File: src/rtl/gf180mcu_fd_sc_mcu9t5v0__latrf_pkg.sv
// Shared types and constants for the latch register-file write controller.
package gf180mcu_fd_sc_mcu9t5v0__latrf_pkg;

  typedef enum logic [1:0] {
    IDLE  = 2'd0,
    SETUP = 2'd1,
    PULSE = 2'd2,
    HOLD  = 2'd3
  } wst_e;

  // Clock cycles per accepted write, accept edge to next possible accept edge.
  localparam int PHASE_CYCLES = 4;

endpackage

File: src/rtl/gf180mcu_fd_sc_mcu9t5v0__latrf_dec.sv
// Row address to one-hot decoder; vld flags addresses inside the populated rows.
module gf180mcu_fd_sc_mcu9t5v0__latrf_dec #(
  parameter int DEPTH = 8,
  parameter int AW    = 3
) (
  input  logic [AW-1:0]    addr,
  output logic [DEPTH-1:0] onehot,
  output logic             vld
);

  always_comb begin
    onehot = '0;
    for (int i = 0; i < DEPTH; i++)
      if (addr == AW'(i)) onehot[i] = 1'b1;
  end

  // DEPTH need not be a power of two, so the top codes can be unpopulated.
  assign vld = ({{(32-AW){1'b0}}, addr} < 32'(DEPTH));

endmodule

File: src/rtl/gf180mcu_fd_sc_mcu9t5v0__latrf_wctl.sv
// Write controller: turns accepted requests into a SETUP/PULSE/HOLD sequence
// driving a registered one-hot latch enable and a held data bus.
module gf180mcu_fd_sc_mcu9t5v0__latrf_wctl
  import gf180mcu_fd_sc_mcu9t5v0__latrf_pkg::*;
#(
  parameter int DEPTH = 8,
  parameter int WIDTH = 8
) (
  input  logic                     CLK,
  input  logic                     RN,
  input  logic                     WV,
  output logic                     WREADY,
  input  logic [$clog2(DEPTH)-1:0] WA,
  input  logic [WIDTH-1:0]         WDAT,
  output logic [DEPTH-1:0]         E,
  output logic [WIDTH-1:0]         D,
  output logic                     ERR,
  input  logic                     ERRCLR
);

  localparam int AW = $clog2(DEPTH);

  wst_e             state, state_nx;
  logic [DEPTH-1:0] row_oh, oh_q;
  logic [WIDTH-1:0] data_q;
  logic             row_vld;
  logic             accept;

  gf180mcu_fd_sc_mcu9t5v0__latrf_dec #(.DEPTH(DEPTH), .AW(AW)) u_dec (
    .addr   (WA),
    .onehot (row_oh),
    .vld    (row_vld)
  );

  // WREADY is only ever high in IDLE, so it doubles as the idle qualifier.
  assign accept = WV && WREADY;

  always_comb begin
    state_nx = state;
    unique case (state)
      IDLE:    if (accept && row_vld) state_nx = SETUP;
      SETUP:   state_nx = PULSE;
      PULSE:   state_nx = HOLD;
      HOLD:    state_nx = IDLE;
      default: state_nx = IDLE;
    endcase
  end

  always_ff @(posedge CLK) begin
    if (!RN) begin
      state  <= IDLE;
      WREADY <= 1'b1;
      oh_q   <= '0;
      data_q <= '0;
      E      <= '0;
      D      <= '0;
      ERR    <= 1'b0;
    end else begin
      state  <= state_nx;
      WREADY <= (state_nx == IDLE);
      if (accept && row_vld) begin
        oh_q   <= row_oh;
        data_q <= WDAT;
      end
      if (state == SETUP) D <= data_q;
      // Row select is decoded before the flop so each E bit is a clean flop output.
      E <= (state == PULSE) ? oh_q : '0;
      if (accept && !row_vld) ERR <= 1'b1;
      else if (ERRCLR)        ERR <= 1'b0;
    end
  end

endmodule

File: config.mk
export PLATFORM = sky130hd
export DESIGN_NAME = gf180mcu_fd_sc_mcu9t5v0__latrf_wctl
export DESIGN_NICKNAME = d
export VERILOG_FILES = /design/src/rtl/gf180mcu_fd_sc_mcu9t5v0__latrf_pkg.sv /design/src/rtl/gf180mcu_fd_sc_mcu9t5v0__latrf_dec.sv /design/src/rtl/gf180mcu_fd_sc_mcu9t5v0__latrf_wctl.sv
export SDC_FILE = /design/constraint.sdc
export NUM_CORES = 1
export LEC_CHECK = 0
export BUFFER_PORTS_ARGS = -buffer_cell sky130_fd_sc_hd__buf_2
export CAP_MARGIN = 10
export CORE_UTILIZATION = 54
export CTS_BUF_LIST = sky130_fd_sc_hd__clkbuf_2
export DETAILED_ROUTE_END_ITERATION = 6
export GPL_TIMING_DRIVEN = 0
export MAX_ROUTING_LAYER = met4
export PLACE_DENSITY = 0.92
export SLEW_MARGIN = 15
export SYNTH_ARGS = -nofsm -noshare
export SYNTH_HDL_FRONTEND = slang
export SYNTH_SLANG_ARGS = --single-unit
File: constraint.sdc
create_clock -name CLK -period 1.5 [get_ports CLK]
set_input_delay 0.225 -clock CLK [delete_from_list [all_inputs] [get_ports CLK]]
set_output_delay 0.225 -clock CLK [all_outputs]
set_load 0.02 [all_outputs]
# --- Word-level counts from Yosys, hierarchy flattened ---
# Cells that the tools add are included.
classes:
  mux: 10
  n_eq_ne: 10
  reduce_logical: 5
op_table:
  columns: ["op", "count"]
  rows:
  - ["$eq 3x3->1 const B", 4]
  - ["$mux 1", 8]
  - ["$pmux 2 s4", 1]
  - ["$eq 3x2->1 const B", 2]
  - ["$eq 2x2->1 const B", 2]
  - ["$logic_not 2->1", 2]
  - ["$eq 3x1->1 const B", 1]
  - ["$logic_not 3->1", 1]
  - ["$eq 2x1->1 const B", 1]
  - ["$mux 2", 1]
  - ["$reduce_and 2->1", 1]
  - ["$logic_and 1x1->1", 1]
totals:
  output_inout_bits: 18
  regBits: 35

# --- Longest topological paths before layout ---
logic_depth:
  ltp_word: 4
  depth_mapped: 5
  depth_no_buf: 4

# --- Cells and area by module ---
# Synthesis repeated with hierarchy kept, for this count alone.
hier_totals:
  hier_cells: 141
  area_unflattened_um2: 1433.9
by_module_without_submodules:
  columns: ["mod", "cells_per_inst", "area_each_um2", "n_inst"]
  rows:
  - ["gf180mcu_fd_sc_mcu9t5v0__latrf_wctl", 131, 1357.6, 1]
  - ["gf180mcu_fd_sc_mcu9t5v0__latrf_dec", 10, 76.3, 1]

# --- Worst setup path before layout ---
# OpenSTA, ideal clock, no wires.
synth_timing:
  path_kind: "flip-flop to flip-flop"
  start: "register state[0]"
  end: "register WREADY"
  period_less_slack_ns: 1.146
  n_path_buf: 0
  path_slack_ns: 0.354
  arrival_time_ns: 1.024
  stages_incl_launch_ff: 5
  required_ns: 1.378
  path_cell_list: "dfxtp_1 > inv_1 > ha_1 > nor3_1 > a311o_1"
synth_via:
  elab_chain_len: 3
  word_cells_on_any_way: 7
  classes_between: "eq/ne: 3; mux: 2; reduce/logical: 2"
synth_lines:
  columns: ["element", "line_no", "text"]
  rows:
  - ["start: declaration", "gf180mcu_fd_sc_mcu9t5v0__latrf_wctl.sv:23", "wst_e state, state_nx;"]
  - ["start signal: assignment", "gf180mcu_fd_sc_mcu9t5v0__latrf_wctl.sv:59", "state <= state_nx;"]
  - ["$eq 2x2->1, or another cell as far along", "gf180mcu_fd_sc_mcu9t5v0__latrf_wctl.sv:40", "unique case (state)"]
  - ["$pmux 2 s4 (*)", "gf180mcu_fd_sc_mcu9t5v0__latrf_wctl.sv:40", null]
  - ["via state_nx[1]", "gf180mcu_fd_sc_mcu9t5v0__latrf_wctl.sv:23", null]
  - ["$logic_not 2->1 (*)", "gf180mcu_fd_sc_mcu9t5v0__latrf_wctl.sv:60", "WREADY <= (state_nx == IDLE);"]
  - ["end signal: assignment", "gf180mcu_fd_sc_mcu9t5v0__latrf_wctl.sv:60", null]
  - ["end: declaration", "gf180mcu_fd_sc_mcu9t5v0__latrf_wctl.sv:12", "output logic WREADY,"]
# Mark *: on every way through the listed nets, which the timed path passes. The rest lies on a longest branch.
# A chain may end at the register's enable or synchronous reset.

# --- Worst setup path after layout ---
layout_timing:
  start: "register state[0]"
  end: "register WREADY"
layout_via:
  elab_chain_len: 3
  word_cells_on_any_way: 7
  classes_between: "eq/ne: 3; mux: 2; reduce/logical: 2"
layout_lines:
  columns: ["element", "line_no"]
  rows:
  - ["$eq 2x2->1, or another cell as far along", "gf180mcu_fd_sc_mcu9t5v0__latrf_wctl.sv:40"]
  - ["$pmux 2 s4 (*)", "gf180mcu_fd_sc_mcu9t5v0__latrf_wctl.sv:40"]
  - ["$logic_not 2->1 (*)", "gf180mcu_fd_sc_mcu9t5v0__latrf_wctl.sv:60"]
# Every way passes the cells marked *; elsewhere a longest branch is shown, timed or not.

==> flow_summary.yaml <==
die:
  rows: 17
  die_height_um: 52.7
  die_area_um2: 2770
  io_pins: 33
  core_area_um2: 2320
  die_w_um: 52.7
  start_util_pct: 59.8
clocking:
  ctsResizeCount: 0
  clk_latency_ns: 0.39
  cts_buffers: 5
  cts_hold_buffers: 0
  cts_root_buf: "clkbuf_2"
  clkTransAtPathRegs_ns: 0.17
  htree_levels: 2
  clkSinkCount: 35
  cts_tree: "yes"
  post_cts_buffers: 0
  clock_path_buffers: 2
power:
  p_leak_nw: 0.754
  seq_power_share_pct: 45.8
  p_sw_uw: 758
  p_sw_share_pct: 32.2
  p_total_mw: 2.35
  p_clk_share_pct: 25.1
  power_density_nw_per_um2: 1440
  p_int_mw: 1.59
  vdd_drop_max_mv: 1.29
  combPwrFrac_pct: 29.1
yosys:
  syn_inst: 130
  synth_cell_type_count: 28
  synth_top_area_share_pct: 50.5
  synthTopCellsByArea: "dfxtp_1, mux2i_1, a21bo_2"
  synth_xor_area_share_pct: 0
  synth_top_family_by_area: "simple AND/OR/NAND/NOR gates"
  syn_area_um2: 1390
  synthAdderAreaFrac_pct: 2.71
  synth_compound_area_share_pct: 15.4
  yosys_warnings: 0
  synthMuxAreaShare_pct: 7.22
  synth.yosys.seq_area_share_pct: 50.5
  syn_area_per_cell_um2: 10.7
  syn_nets: 148
  synth-simple-area-share_pct: 16.7
  yosys.area.top_type: "dfxtp_1"
  synth_seq_cells: 35
run_status:
  outcome: "complete, no violations"
timing:
  rsz0062_at_grt: "false"
  period_minus_slack_ns: 1.28
  setup-tns-final_ns: 0
  clock.fmax_mhz: 779
  finalClockSkew_ns: 0.0156
  maxSlewViolCount: 0
  post-route-period-util_pct: 85.6
  hold_violations: 0
  setup_violations: 0
worst_setup_path:
  startpoint: "state[0]$_SDFF_PN0_"
  crit_path_start_kind: "register"
  cp-end-kind: "register"
  critPathMaxFanout: 10
  r2r_end: "WREADY$_SDFF_PN1_"
  crit_required_ns: 1.79
  rr_worst_depth: 4
  crit_type: "reg -> reg"
  reg2reg_from: "state[0]$_SDFF_PN0_"
  regToRegSetupSlack_ns: 0.22
  cp.arrival_ns: 1.57
global_route:
  grt_pass1_vias: 996
  grt_usage_pct: 23.5
  overflow: 0
  grt_pass1_wl_um: 4420
  grt_max_degree: 12
  antenna_found_initial: 0
final_layout:
  nets: 185
  final_common_cell: "dfxtp_1"
  multi_input_area_um2: 587
  syn_to_final_growth_pct: 18.0
  regArea_um2: 701
  fin_area_um2: 1640
  fin_util_pct: 70.5
  nFillCells: 181
  num_antenna_cells: 0
  layout_common_cells: "dfxtp_1, buf_2, mux2i_1"
  drive_gt1_share_pct: 36.3
drt:
  vias: 1075
  final_antenna_net_count: 0
  drt_wl_total_um: 2700
  avgRoutedWirePerCell_um: 13.8
  drcViolationCount: 0
  first_pass_iters: 4
  viasPerCell: 5.48
  drt_iter0_drc: 41
worst_hold_path:
  hold_path_class: "in -> reg"
  worst_hold_path.endpoint: "data_q[1]$_SDFFE_PN0P_"
  hold_depth: 3
  hold_start: "WDAT[1]"
placement:
  hpwl_um: 1970
  io_buffers: 30
  placement.cell_area_um2: 1570
  place_congestion: 0.810
flow_run:
  drv_cap: 0
-- flip-flops by register name, summed over array words and instances (netlist names) --
signal / flops
D: 8
E: 8
WREADY: 1
data_q: 8
oh_q: 8
state: 2
-- layout make-up --
type                            instances  share of cell area (%)
Buffer                                 10                    5.13
Clock buffer                            5                    1.53
Clock inverter                          3                    2.37
Inverter                                4                   0.918
Multi-Input combinational cell         81                    35.9
Sequential cell                        35                    42.8
Tap cell                               28                    2.14
Timing Repair Buffer                   30                    9.18
-- per-stage QoR --
stage / hold slack [ns] / cells / setup slack, ns
floorplan: 0.339 / 130 / 0.354
global placement: 0.438 / 188 / 0.291
detailed placement: 0.454 / 188 / 0.249
CTS: 0.0525 / 196 / 0.226
global route: 0.0514 / 196 / 0.127
finish: 0.0603 / 196 / 0.217
-- cell usage after synthesis --
master / instances
inv_1: 3
o32ai_2: 2
inv_2: 1
and3_1: 8
mux2i_1: 10
dfxtp_1: 35
conb_1: 1
o22ai_1: 4
nand4b_4: 1
nand4b_1: 1
nor2_1: 9
a21bo_2: 6
ha_1: 3
nand2b_1: 1
nand2_1: 9
a21bo_1: 2
nand4_2: 1
buf_6: 5
a21oi_1: 7
and2_1: 1
a311o_1: 1
o21ai_0: 1
buf_4: 1
buf_2: 4
nand4bb_1: 1
nor3_1: 1
nand3_1: 8
a21oi_2: 3
-- worst max path at each step --
stage                        end  slack (ns)  depth (start not counted)
5_1_grt        WREADY$_SDFF_PN1_        0.13                          4
4_1_cts        WREADY$_SDFF_PN1_        0.23                          4
6_report       WREADY$_SDFF_PN1_        0.22                          4
3_5_place_dp   WREADY$_SDFF_PN1_        0.25                          4
3_3_place_gp   WREADY$_SDFF_PN1_        0.29                          4
2_1_floorplan  WREADY$_SDFF_PN1_        0.35                          4
-- critical path, cell delays in order (launching register included) --
cell and delay (ns):
dfxtp_1 0.37, inv_1 0.09, ha_1 0.31, nor3_1 0.10, a311o_1 0.32
-- layer usage --
| metal | share of wire [%] | GRT usage, % |
|---|---|---|
| met1 | 43 | 27.5 |
| met2 | 50 | 35.0 |
| met3 | 5.1 | 8.99 |
| met4 | 1.6 | 11.8 |
| met5 | 0 | - |
-- power groups by stage --
stage | registers [mW] | clock network, mW | logic, mW
finish | 1.08 | 0.590 | 0.684
global placement | 1.09 | 0 | 0.653
CTS | 1.08 | 0.593 | 0.684
floorplan | 1.13 | 0 | 0.489
detailed placement | 1.10 | 0 | 0.681
global route | 1.09 | 0.628 | 0.742
-- kinds of logic after synthesis --
family	Yosys count
AND/OR/NAND/NOR	41
buffers and inverters	14
multiplexers	10
AO/OA/AOI/OAI	26
flip-flops	35
adder cells (fa/ha/maj)	3
other	1
No activity file was read; power rests on OpenSTA's default activity.
